--- src/rtl/carry_save_accumulator_seq_pkg.sv ---
// Shared constants and helpers for the streaming carry-save accumulator.
package carry_save_accumulator_seq_pkg;

  localparam int unsigned CHUNK_W = 4;
  localparam int unsigned STATE_W = 2;

  localparam logic [STATE_W-1:0] ST_ACCUM   = 2'd0;
  localparam logic [STATE_W-1:0] ST_RESOLVE = 2'd1;
  localparam logic [STATE_W-1:0] ST_OUT     = 2'd2;

  function automatic logic maj3(input logic a, input logic b, input logic c);
    return (a & b) | (a & c) | (b & c);
  endfunction

endpackage

--- src/rtl/carry_lookahead_adder_4.sv ---
// 4-bit carry-lookahead adder with group propagate/generate outputs.
module carry_lookahead_adder_4 (
  input  logic [3:0] i_a,
  input  logic [3:0] i_b,
  input  logic       i_cin,
  output logic [3:0] o_sum_c,
  output logic       o_cout_c,
  output logic       o_p_c,
  output logic       o_g_c
);

  logic [3:0] w_p;
  logic [3:0] w_g;
  logic [4:1] w_c;

  assign w_p = i_a ^ i_b;
  assign w_g = i_a & i_b;

  // Every carry is expanded directly from P/G and cin, no ripple.
  assign w_c[1] = w_g[0] | (w_p[0] & i_cin);
  assign w_c[2] = w_g[1] | (w_p[1] & w_g[0]) | (w_p[1] & w_p[0] & i_cin);
  assign w_c[3] = w_g[2] | (w_p[2] & w_g[1]) | (w_p[2] & w_p[1] & w_g[0])
                | (w_p[2] & w_p[1] & w_p[0] & i_cin);

  assign o_g_c  = w_g[3] | (w_p[3] & w_g[2]) | (w_p[3] & w_p[2] & w_g[1])
                | (w_p[3] & w_p[2] & w_p[1] & w_g[0]);
  assign o_p_c  = &w_p;
  assign w_c[4] = o_g_c | (o_p_c & i_cin);

  assign o_sum_c  = w_p ^ {w_c[3:1], i_cin};
  assign o_cout_c = w_c[4];

endmodule

--- src/rtl/carry_save_accumulator_seq.sv ---
// Streaming multi-operand adder: carry-save accumulation per beat, then a
// digit-serial CLA pass converts the redundant pair to binary on packet end.
module carry_save_accumulator_seq
  import carry_save_accumulator_seq_pkg::*;
#(
  parameter int unsigned WIDTH = 16,
  parameter int unsigned EXT   = 8
) (
  input  logic                  clk,
  input  logic                  rst_n,
  input  logic                  in_valid,
  output logic                  in_ready,
  input  logic [WIDTH-1:0]      in_data,
  input  logic                  in_last,
  output logic                  out_valid,
  input  logic                  out_ready,
  output logic [WIDTH+EXT-1:0]  out_sum,
  output logic [EXT:0]          out_count,
  output logic                  out_overflow
);

  localparam int unsigned ACC_W = WIDTH + EXT;
  localparam int unsigned K     = ACC_W / CHUNK_W;
  localparam int unsigned K_W   = (K > 1) ? $clog2(K) : 1;
  localparam int unsigned CNT_W = EXT + 1;

  logic [STATE_W-1:0] r_state;
  logic [STATE_W-1:0] w_state_nxt;
  logic [ACC_W-1:0]   r_s;
  logic [ACC_W-1:0]   r_c;
  logic [ACC_W-1:0]   r_result;
  logic [CNT_W-1:0]   r_count;
  logic               r_overflow;
  logic [K_W-1:0]     r_k;
  logic               r_cr;
  logic               r_in_ready;
  logic               r_out_valid;

  logic               w_accept;
  logic               w_emit;
  logic               w_last_chunk;
  logic [ACC_W-1:0]   w_x;
  logic [ACC_W-1:0]   w_s_nxt;
  logic [ACC_W-1:0]   w_c_nxt;
  logic [CNT_W-1:0]   w_count_inc;
  logic [CHUNK_W-1:0] w_s_chunk;
  logic [CHUNK_W-1:0] w_c_chunk;
  logic [CHUNK_W-1:0] w_cla_sum;
  logic               w_cla_cout;
  logic               w_cla_p_unused;
  logic               w_cla_g_unused;

  assign w_last_chunk = (r_k == K_W'(K - 1));

  // Next-state and handshake decode.
  always_comb begin
    w_state_nxt = r_state;
    w_accept    = 1'b0;
    w_emit      = 1'b0;
    case (r_state)
      ST_ACCUM: begin
        w_accept = in_valid & r_in_ready;
        if (w_accept && in_last) w_state_nxt = ST_RESOLVE;
      end
      ST_RESOLVE: begin
        if (w_last_chunk) w_state_nxt = ST_OUT;
      end
      ST_OUT: begin
        w_emit = r_out_valid & out_ready;
        if (w_emit) w_state_nxt = ST_ACCUM;
      end
      default: w_state_nxt = ST_ACCUM;
    endcase
  end

  always_ff @(posedge clk) begin
    if (!rst_n) begin
      r_state     <= ST_ACCUM;
      r_in_ready  <= 1'b1;
      r_out_valid <= 1'b0;
    end else begin
      r_state     <= w_state_nxt;
      r_in_ready  <= (w_state_nxt == ST_ACCUM);
      r_out_valid <= (w_state_nxt == ST_OUT);
    end
  end

  // One 3:2 compression per accepted beat; the top majority bit falls off.
  always_comb begin
    w_x     = ACC_W'(in_data);
    w_s_nxt = r_s ^ r_c ^ w_x;
    w_c_nxt = '0;
    for (int i = 0; i < int'(ACC_W) - 1; i++) begin
      w_c_nxt[i+1] = maj3(r_s[i], r_c[i], w_x[i]);
    end
  end

  assign w_count_inc = (r_count == '1) ? r_count : r_count + CNT_W'(1);

  assign w_s_chunk = r_s[r_k*CHUNK_W +: CHUNK_W];
  assign w_c_chunk = r_c[r_k*CHUNK_W +: CHUNK_W];

  carry_lookahead_adder_4 u_cla (
    .i_a      (w_s_chunk),
    .i_b      (w_c_chunk),
    .i_cin    (r_cr),
    .o_sum_c  (w_cla_sum),
    .o_cout_c (w_cla_cout),
    .o_p_c    (w_cla_p_unused),
    .o_g_c    (w_cla_g_unused)
  );

  always_ff @(posedge clk) begin
    if (!rst_n) begin
      r_s        <= '0;
      r_c        <= '0;
      r_result   <= '0;
      r_count    <= '0;
      r_overflow <= 1'b0;
      r_k        <= '0;
      r_cr       <= 1'b0;
    end else begin
      if (w_accept) begin
        r_s        <= w_s_nxt;
        r_c        <= w_c_nxt;
        r_count    <= w_count_inc;
        r_overflow <= (w_count_inc > CNT_W'(2 ** EXT));
        if (in_last) begin
          r_k  <= '0;
          r_cr <= 1'b0;
        end
      end
      if (r_state == ST_RESOLVE) begin
        r_result[r_k*CHUNK_W +: CHUNK_W] <= w_cla_sum;
        r_cr <= w_cla_cout;
        r_k  <= r_k + K_W'(1);
      end
      if (w_emit) begin
        r_s        <= '0;
        r_c        <= '0;
        r_count    <= '0;
        r_overflow <= 1'b0;
      end
    end
  end

  assign in_ready     = r_in_ready;
  assign out_valid    = r_out_valid;
  assign out_sum      = r_result;
  assign out_count    = r_count;
  assign out_overflow = r_overflow;

endmodule
--- config.mk ---
export PLATFORM = sky130hd
export DESIGN_NAME = carry_save_accumulator_seq
export DESIGN_NICKNAME = d
export VERILOG_FILES = /design/src/rtl/carry_save_accumulator_seq_pkg.sv /design/src/rtl/carry_lookahead_adder_4.sv /design/src/rtl/carry_save_accumulator_seq.sv
export SDC_FILE = /design/constraint.sdc
export NUM_CORES = 1
export LEC_CHECK = 0
export CORE_MARGIN = 4
export CORE_UTILIZATION = 56
export DETAILED_ROUTE_END_ITERATION = 8
export GPL_ROUTABILITY_DRIVEN = 1
export GPL_TIMING_DRIVEN = 0
export HOLD_SLACK_MARGIN = 0.15
export PLACE_DENSITY = 0.8
export SETUP_SLACK_MARGIN = 0.2
export SKIP_CTS_REPAIR_TIMING = 1
export SLEW_MARGIN = 20
export SYNTH_ARGS = -nofsm -noshare
export SYNTH_HDL_FRONTEND = slang
export SYNTH_SLANG_ARGS = --single-unit
--- constraint.sdc ---
create_clock -name clk -period 3.6 [get_ports clk]
set_input_delay 0.36 -clock clk [delete_from_list [all_inputs] [get_ports clk]]
set_output_delay 0.36 -clock clk [all_outputs]
set_load 0.02 [all_outputs]
### After elaboration in Yosys (flattened, before gate mapping)

Index checks and enable logic that the tools add are counted.

| storage, ports and cells | value |
|---|---|
| bits in registers | 89 |
| output and inout bits | 36 |
| word-level logic and storage cells | 161 |

| operators by class | value |
|---|---|
| $add $sub $neg | 3 |
| order comparisons | 1 |
| equal/unequal tests | 5 |
| shift-type cells | 4 |
| mux-type cells | 14 |
| bitwise gates (word level) | 116 |
| reduce and logical (&&, ||, !) cells | 8 |

Operators by type and width:

| operator | number |
|---|---|
| $and 1x1->1 | 70 |
| $shiftx 24x6->4 | 2 |
| $or 1x1->1 | 40 |
| $neg 5->34 | 1 |
| $shift 4x34->24 const A | 1 |
| $shiftx 4x34->24 | 1 |
| $bwmux 24 | 1 |
| $xor 24x16->24 | 1 |
| $xor 24x24->24 | 1 |
| $add 9x1->9 const B | 1 |
| $eq 9x9->1 const B | 1 |
| $gt 9x9->1 const B | 1 |
| $mux 3 | 3 |
| $mux 9 | 1 |
| $xor 4x4->4 | 2 |
| $mux 2 | 3 |
| $pmux 2 s3 | 1 |
| $mux 1 | 5 |
| $and 4x4->4 | 1 |
| $eq 2x2->1 const B | 2 |
| $logic_not 2->1 | 2 |
| $reduce_and 4->1 | 1 |
| $reduce_bool 2->1 | 2 |
| $add 3x1->3 const B | 1 |
| other kinds (6) | 6 |

### Logic depth before layout (Yosys ltp)

| logic depth | value |
|---|---|
| depth after elaboration | 9 |
| depth in mapped cells | 13 |

### Cells and area by module

From an unflattened synthesis, not the netlist that was laid out.

| second synthesis, totals | value |
|---|---|
| cells, all modules | 516 |
| area, all modules | 4,635.7 sq um |

By module, submodules not included:

| module | times used | cells an instance | area an instance (sq um) |
|---|---|---|---|
| carry_save_accumulator_seq | 1 | 494 | 4,454.3 |
| carry_lookahead_adder_4 | 1 | 22 | 181.4 |

### Worst setup path before layout

No wires, ideal clock.

| timing | value |
|---|---|
| kind | register -> register |
| start | reg r_k[0] |
| end | reg r_result[11] (netlist: out_sum[11]) |
| library setup time | 0.093 ns |
| arrival | 2.830 ns |
| data required time | 3.507 ns |
| path slack | 0.677 ns |
| stages on the path, launching flop included | 12 |
| buffers on the path | 2 |
| clock period less this slack | 2.923 ns |
| path through | dfxtp_1 -> buf_2 -> mux4_2 -> nand2_1 -> o21ai_0 -> ha_1 -> a21o_1 -> a21o_1 -> a21oi_1 -> clkbuf_1 -> nand4_1 -> o311ai_2 |

| between the ends | value |
|---|---|
| word-level cells in the longest chain between the ends | 9 |
| elaborated cells between the ends (all ways) | 24 |
| classes of those cells | 1 x add/sub; 4 x shift; 1 x mux; 18 x bitwise |

RTL lines:

| item | RTL line | RTL |
|---|---|---|
| from (decl) | carry_save_accumulator_seq.sv:34 | `logic [K_W-1:0] r_k;` |
| from (signal assigned) | carry_save_accumulator_seq.sv:136 | `r_k <= r_k + K_W'(1);` |
| $shiftx 24x6->4, on equally long branches | carry_save_accumulator_seq.sv:100, carry_save_accumulator_seq.sv:101 |  |
| $xor 4x4->4 or $and 4x4->4 (tied branches) | carry_lookahead_adder_4.sv:16, carry_lookahead_adder_4.sv:17 |  |
| $and 1x1->1, on equally long branches | carry_lookahead_adder_4.sv:22, carry_lookahead_adder_4.sv:23 |  |
| $or 1x1->1 (tied with other cells) | carry_lookahead_adder_4.sv:22 | `assign w_c[3] = w_g[2] \| (w_p[2] & w_g[1]) \| (w_p[2] & w_p[1] & w_g[0])` |
| $or 1x1->1 or $and 1x1->1 (tied branches) | carry_lookahead_adder_4.sv:22, carry_lookahead_adder_4.sv:23 |  |
| $or 1x1->1 | carry_lookahead_adder_4.sv:23 | `\| (w_p[2] & w_p[1] & w_p[0] & i_cin);` |
| $xor 4x4->4 | carry_lookahead_adder_4.sv:30 | `assign o_sum_c = w_p ^ {w_c[3:1], i_cin};` |
| $shiftx 4x34->24 | carry_save_accumulator_seq.sv:134 | `r_result[r_k*CHUNK_W +: CHUNK_W] <= w_cla_sum;` |
| $bwmux 24 * | carry_save_accumulator_seq.sv:134 |  |
| to (signal, indexed assignment) | carry_save_accumulator_seq.sv:134 |  |
| to (decl) | carry_save_accumulator_seq.sv:31 | `logic [ACC_W-1:0] r_result;` |

Every way passes the cells marked *; elsewhere a longest branch is shown, timed or not.
A chain may end at the register's enable or synchronous reset.

### Worst setup path after layout

| timing | value |
|---|---|
| start | reg r_k[0] |
| end | reg r_result[15] (netlist: out_sum[15]) |

The elaborated chain is that of the path after synthesis.

==> metrics.md <==
| Metric | Value |
|---|---|
| Status | `finished clean` |
| Initial Utilization | `58.0%` |
| Finished Layout Cells | `686` |
| Dpl cells | `670` |
| CP max FO | `10` |
| RSZ-0062 raised after global routing | `false` |
| Max VDD drop | `0.000297 V` |
| CTS Buf Count | `9` |
| Max Fclk | `318 MHz` |
| DIE WIDTH | `98.0 um` |
| Worst path cell trace | `buf_4, mux4_2, nand2_1, o21ai_0, ha_1, a21o_1, a21o_1, a21oi_2, clkbuf_2, nand3_1, o311ai_0` |
| Die area | `9600 sq um` |
| Grt total ovfl | `0` |
| Yosys cell types | `54` |
| Relative slew slack | `61.1%` |
| CP Launch Type | `flop` |
| Initial antenna violation count | `0` |
| #FFs+latches synth | `89` |
| Gate Count Post-Synth | `513` |
| CP endpoint | `out_sum[15]$_SDFFE_PN0P_` |
| TritonCTS clock tree | `yes` |
| PwrDens | `384 nW/um^2` |
| Minimum clock period | `3.15 ns` |
| Primary FF master, synth | `dfxtp_1` |
| Final wirelength | `10800 um` |
| Area Overhead vs Synth | `19.7%` |
| Diode count | `0` |
| Most instantiated cells after synthesis | `nand2_1, dfxtp_1, a21oi_1, nand3_1, clkbuf_1` |
| Skew final | `0.0117 ns` |
| Worst-Skew Late Latency | `0.37 ns` |
| Reg2Reg Launch Point | `r_k[0]$_SDFFE_PN0P_` |
| Pleak | `1.99 nW` |
| Area contributors post-synth | `dfxtp_1, nand2_1, fa_1` |
| R2R depth | `11` |
| Synthesized area | `4530 sq um` |
| Sequential fraction of the synthesis area | `39.3%` |
| Bufs and invs on worst path | `2` |
| Fill cells | `654` |
| Count of input and output buffers | `55` |
| PnR Total Power | `0.00208 W` |
| Ports | `57` |
| Required @ worst endpoint | `3.84 ns` |
| Detailed-route DRC error count | `0` |
| Slew @ Worst Pin | `0.578 ns` |
| Crit path from | `r_k[0]$_SDFFE_PN0P_` |
| Ys async rst share | `0%` |
| Starting DRT DRC Count | `200` |
| Via count | `3893` |
| Hold_ws | `0.471 ns` |
| Max stage delay on crit path | `0.51 ns` |
| Critical path depth | `11` |
| Routed len/inst | `15.8 um` |
| Max Cap Viol | `0` |
| WS Path Type | `reg -> reg` |
| Vias per std cell | `5.67` |
| Share of the synthesized area in the top cell type | `39.3%` |
| Final slew viol count | `0` |
| Post-route clock period utilization | `87.4%` |
| Final core utilization | `69.5%` |
| Final #Nets | `633` |
| Largest net degree at the start of global routing | `18` |
| Final setup violation count | `0` |
| First-pass GRT wire length | `18300 um` |
| Share of post-route cells with drive strength above 1 | `7.71%` |
| Cell class contributing the biggest share of worst-path delay | `compound AO/OA/AOI/OAI gates` |
| Gpl congestion | `0.834` |
| Slowest stage cell, crit path | `mux4_2` |
| Setup TNS Final | `0 ns` |
| Die H | `98.0 um` |
| Syn avg cell area | `8.83 sq um` |
| GRT Overall Usage | `23.3%` |
| Top-count cell post-synth | `nand2_1` |
| CTS max path bufs | `2` |
| Clk sinks | `89` |
| R2R Setup Slk | `0.45 ns` |
| Clock transition at path regs | `0.10 ns` |
| Clk root buf | `clkbuf_8` |
| Worst reg2reg path endpoint | `out_sum[15]$_SDFFE_PN0P_` |
| Crit. End Element | `flop` |
| Number of routed nets with antenna violations | `0` |
| Signal arrival time at the worst endpoint | `3.39 ns` |
| Post-synth EDFFs | `0` |
| H-Tree Depth | `3` |
| Synth area leader | `dfxtp_1` |
| Syn Nets | `567` |
| Vias in the first global route | `3872` |
| 1st-pass router iterations | `6` |
| Core Footprint | `7810 sq um` |
| Final HPWL from detailed placement | `8140 um` |
| HP Class | `reg -> reg` |
| Cell Rows | `32` |
| Synthesis Warnings | `0` |
| CP most frequent cell | `a21o_1` |
| Final hold viol count | `0` |
-- metrics by stage --
stage	cell area (sq um)	worst slack [ns]
after floorplan	4530	0.677
after global placement	5210	0.225
after detailed placement	5210	0.0762
after CTS	5420	0.0698
after global routing	5430	0.250
final	5430	0.453
-- cell type report --
| class | instances | area [sq um] | area share (%) |
|---|---|---|---|
| Inverter | 5 | 18.8 | 0.346 |
| Buffer | 38 | 178 | 3.27 |
| Tap cell | 102 | 128 | 2.35 |
| Clock inverter | 7 | 81.3 | 1.50 |
| Sequential cell | 89 | 1780 | 32.8 |
| Timing Repair Buffer | 55 | 551 | 10.1 |
| Clock buffer | 9 | 124 | 2.28 |
| Multi-Input combinational cell | 381 | 2560 | 47.3 |
-- state kept, by name, summed over array words and instances, names as in the netlist --
register / flops
out_sum: 24
r_state: 2
r_c: 23
r_k: 3
r_cr: 1
out_count: 9
r_s: 24
out_overflow: 1
in_ready: 1
out_valid: 1
-- worst min path at each step --
| stage | cells after the start | startpoint | end |
|---|---|---|---|
| after floorplan | 2 | r_c[23]$_SDFFE_PP0P_ | r_c[23]$_SDFFE_PP0P_ |
| after global placement | 2 | out_sum[5]$_SDFFE_PN0P_ | out_sum[5]$_SDFFE_PN0P_ |
| after detailed placement | 2 | out_sum[6]$_SDFFE_PN0P_ | out_sum[6]$_SDFFE_PN0P_ |
| after CTS | 3 | rst_n | out_sum[3]$_SDFFE_PN0P_ |
| after global routing | 3 | rst_n | out_sum[3]$_SDFFE_PN0P_ |
| final | 2 | out_sum[8]$_SDFFE_PN0P_ | out_sum[8]$_SDFFE_PN0P_ |
-- power by group --
group / switching (W) / internal [W]
sequential: 0.0000340 / 0.00102
clock: 0.000403 / 0.000333
combinational: 0.000175 / 0.000122
total: 0.000612 / 0.00147
-- layout by cell type, fill, tap and decap left out, types with 6 or more instances in the layout --
cell / instances
a21boi_0: 10
a21oi_1: 53
buf_2: 6
clkbuf_1: 21
clkbuf_8: 9
clkdlybuf4s50_1: 55
dfxtp_1: 89
fa_1: 16
ha_1: 17
mux2i_1: 17
mux4_2: 7
nand2_1: 130
nand3_1: 23
nor2_1: 14
nor2b_1: 11
nor3_1: 6
o21ai_0: 14
xor2_1: 7
-- cells by family (layout without fill, tap and decap cells) --
kind of cell	Yosys count	after routing	synth area share (%)
buf+inv	43	114	4.20
flops	89	89	39.3
xor+xnor	10	10	1.93
mux	24	24	7.23
simple gates	217	217	22.7
fa+ha+maj	33	33	11.8
compound gates	97	97	12.9
-- tightest hold or removal path: cells and delay by family, from the launching register on --
kind            cells  cell delay [ns]
compound gates      1             0.07
flops               1             0.32
simple gates        1             0.04
-- per-layer routing --
| metal | global-route usage, % | part of all wire [%] | vias up |
|---|---|---|---|
| li1 | - | - | 1888 |
| met1 | 28.5 | 42 | 1859 |
| met2 | 40.6 | 51 | 125 |
| met3 | 3.57 | 4.5 | 21 |
| met4 | 10.4 | 2.2 | 0 |
| met5 | 0 | 0 | - |
Note: power is estimated with default switching activity, not from simulation.
==> RTL edit 1: new RTL, config.mk and constraints unchanged <==
Set the parameter `WIDTH` to 8 (it was 16).
--- a/src/rtl/carry_save_accumulator_seq.sv
+++ b/src/rtl/carry_save_accumulator_seq.sv
@@ -3,7 +3,7 @@
 module carry_save_accumulator_seq
   import carry_save_accumulator_seq_pkg::*;
 #(
-  parameter int unsigned WIDTH = 16,
+  parameter int unsigned WIDTH = 8,
   parameter int unsigned EXT   = 8
 ) (
   input  logic                  clk,
Ports: changed (resized in_data and out_sum); port bits go from 57 to 41. The function was not compared with the original's and may differ.
==> RTL edit 1 against the original RTL <==
  * Combinational power shrank 32%
  * Power fell by 21%
  * Worst setup slack gained 0.38 ns
  * Sequential cell count shrank 25
  * Sequential power is 28% lower
  * Area after synthesis fell by 28%
  * Routed wire length decreased by 29%
  * Core utilization is 1.8 points higher
  * Cell area fell by 27%
  * Critical endpoint is now out_sum[7]$_SDFFE_PN0P_
==> RTL edit 1: results <==
[run_status]
status = "completed"

[global_route]
grt_pass1_wl_mm = 12.6
grt_max_degree = 13
gr-usage-all-layers = 0.226

[routing]
post_drt_wl_per_cell_um = 16.0
totalWireLength_mm = 7.68
drt-pass1-iter-count = 4
drtIter0Drc = 132

[logic_synthesis]
synth_adder_area_share = 0.122
synth_xor_area_frac = 0.0188
yosysSeqAreaShare = 0.393
syn_avg_cell_area_um2 = 9.24
syn_nets = 393
muxShareOfSynthArea = 0.0652
ys_top_cells_by_area = "dfxtp_1 39%, nand2_1 8.5%, ha_1 7.3%"
synth_cell_types = 48

[placed_design]
dpl_cell_area_um2 = 3750
routabilityCongestion = 0.801
io_buffer_count = 40
dpl.cell_count = 465
dp_hpwl_mm = 5.36

[pwr]
peakVddDrop_uv = 285
p_sw_frac = 0.273
clkPwrFrac = 0.422
p_comb_uw = 201

[final_layout]
drive_above_1_share = 0.108
nFillCells = 439
finalNetCount = 444
post-route-util = 0.712

[clock_network]
clock_latency_ns = 0.35
clk_pin_slew_ns = 0.08

[timing]
slew_headroom = 0.585
skew_ns = 0.0104

[worst_setup_path]
cp_data_arrival_time_ns = 2.99
==> RTL edit 1: cell types whose count changed after synthesis, sizes merged, moves of 8 or more <==
cell    change
a21oi      -14
nand3      -13
mux2i      -13
fa          -8
a22oi       +8
nand2      -56
a21boi     -10
clkbuf     -12
dfxtp      -25
==> RTL edit 1: path summary, 6_finish.rpt <==
| kind | start | endpoint | slack (ns) | cells past startpoint |
|---|---|---|---|---|
| max | r_k[0]$_SDFFE_PN0P_ | out_sum[7]$_SDFFE_PN0P_ | 0.83 | 7 |
| min | r_c[15]$_SDFFE_PP0P_ | r_c[15]$_SDFFE_PP0P_ | 0.47 | 2 |
| min reg2reg | r_c[15]$_SDFFE_PP0P_ | r_c[15]$_SDFFE_PP0P_ | 0.47 | 2 |
| max reg2reg | r_k[0]$_SDFFE_PN0P_ | out_sum[7]$_SDFFE_PN0P_ | 0.83 | 7 |
==> RTL edit 1: critical path, cell delays in order, from the launching register on <==
cell and delay [ns]:
dfxtp_1 0.45, buf_2 0.35, mux4_2 0.59, ha_1 0.33, a211oi_1 0.30, o21bai_1 0.16
xnor2_1 0.31, o21ai_0 0.14
==> RTL edit 1: metal layers <==
layer	wire, µm	vias to the layer above	global-route usage
li1	-	1350	-
met1	3350	1328	0.284
met2	3730	79	0.374
met3	444	13	0.0442
met4	155	0	0.108
met5	0	-	0
==> RTL edit 1: cell type report <==
cell class | instances | share of cell area
Buffer | 21 | 0.0290
Clock buffer | 9 | 0.0312
Clock inverter | 7 | 0.0239
Inverter | 4 | 0.00378
Multi-Input combinational cell | 264 | 0.466
Sequential cell | 64 | 0.323
Tap cell | 72 | 0.0227
Timing Repair Buffer | 40 | 0.101
==> RTL edit 2: new RTL, config.mk and constraints unchanged <==
Without the edit above. Make the reset (`rst_n`) asynchronous in 2 clocked blocks.
--- a/src/rtl/carry_save_accumulator_seq.sv
+++ b/src/rtl/carry_save_accumulator_seq.sv
@@ -73,7 +73,7 @@
     endcase
   end
 
-  always_ff @(posedge clk) begin
+  always_ff @(posedge clk or negedge rst_n) begin
     if (!rst_n) begin
       r_state     <= ST_ACCUM;
       r_in_ready  <= 1'b1;
@@ -110,7 +110,7 @@
     .o_g_c    (w_cla_g_unused)
   );
 
-  always_ff @(posedge clk) begin
+  always_ff @(posedge clk or negedge rst_n) begin
     if (!rst_n) begin
       r_s        <= '0;
       r_c        <= '0;
Function: differs if rst_n is asserted again (counterexample within 4 cycles, from zero or initial values and one cycle with rst_n low); with rst_n held inactive, the same outputs for 4 cycles.
==> RTL edit 2 against the original RTL <==
  * Sequential share of layout area increased by 6.6 points
  * Core utilization decreased by 0.78 points
  * First-iteration DRC count decreased by 8.0%
  * Sequential cell count unchanged
  * Area after synthesis increased by 4.1%
  * Worst setup slack got worse by 0.076 ns
  * Cell area increased by 4.1%
  * Routed wire length decreased by 7.7%
  * Count of clock-buffer cells in the layout increased by 1
  * Non-clock buffer count decreased by 17
  * Worst hold slack improved by 0.016 ns
Power is not compared: it rests on default switching activity, and its combinational part moved more than twofold at a synthesized area within 25%.
==> RTL edit 2: results <==
[routing]
drtIter0Drc = 184
totalWireLength_mm = 10.0
drt-pass1-iter-count = 4
wl_met3_um = 408
via_per_inst = 5.58
routed-wl-met2_mm = 4.89
wl_met1_mm = 4.46

[run_status]
status = "completed"

[final_layout]
clock_area_frac = 0.0344
bufAreaShareNonClock = 0.122
n_all_buffers = 76
clkbuf_count = 10
finalNetCount = 558
post-route-util = 0.687
multi_input_cells = 275
nFillCells = 631
multiInputGateArea_um2 = 2200
seq_share = 0.395

[timing]
fmax_ghz = 0.310
slew_headroom = 0.559
skew_ns = 0.0103

[logic_synthesis]
synth_top_area_frac = 0.467
syn_nets = 489
synth-compound-area-share = 0.119
ys_top_cells_by_area = "dfrtp_1 47%, fa_1 6.8%, ha_1 4.5%"
synth_xor_area_frac = 0.0149
syn_avg_cell_area_um2 = 10.8
synth_adder_area_share = 0.113
muxShareOfSynthArea = 0.0968
synth-async-reset-ratio = 1.00
ys_top_cells_by_count = "88 x dfrtp_1, 53 x inv_1, 51 x nand2_1"

[worst_setup_path]
cp_data_arrival_time_ns = 3.47
r2r-end = "out_sum[11]$_DFFE_PN0P_"
r2r_cells = 10
critical-path-max-stage-delay_ns = 0.55
crit_family = "multiplexers"

[placed_design]
preCtsSetupSlack_ns = 0.216
dpl.cell_count = 597
io_buffer_count = 56
routabilityCongestion = 0.883

[global_route]
met2_usage = 0.354
grt.met3_usage = 0.0403
gr-usage-all-layers = 0.215
met1_usage = 0.291
grt_pass1_wl_mm = 17.0
grt_max_degree = 56
grt_pass1_vias = 3489

[hold_path]
min_path_type = "in -> async"
==> RTL edit 2: changes by cell type after synthesis, sizes merged, moves of 13 or more <==
cell    delta
nand2     -79
o21ai     +31
a21oi     -46
mux2      +15
dfxtp     -89
clkbuf    -13
inv       +49
a22o      +19
dfrtp     +88
nand3     -16
==> RTL edit 2: worst max path at each step <==
stage / start / endpoint / slack, ns / cells after the start
5_1_grt: r_k[0]$_DFFE_PN0P_ / out_sum[19]$_DFFE_PN0P_ / 0.22 / 10
3_3_place_gp: rst_n / out_sum[11]$_DFFE_PN0P_ / -1.00 / 1
2_1_floorplan: r_k[0]$_DFFE_PN0P_ / out_sum[15]$_DFFE_PN0P_ / 0.78 / 10
6_report: r_k[0]$_DFFE_PN0P_ / out_sum[11]$_DFFE_PN0P_ / 0.38 / 10
3_5_place_dp: r_k[0]$_DFFE_PN0P_ / out_sum[11]$_DFFE_PN0P_ / 0.22 / 10
4_1_cts: r_k[0]$_DFFE_PN0P_ / out_sum[11]$_DFFE_PN0P_ / 0.21 / 10
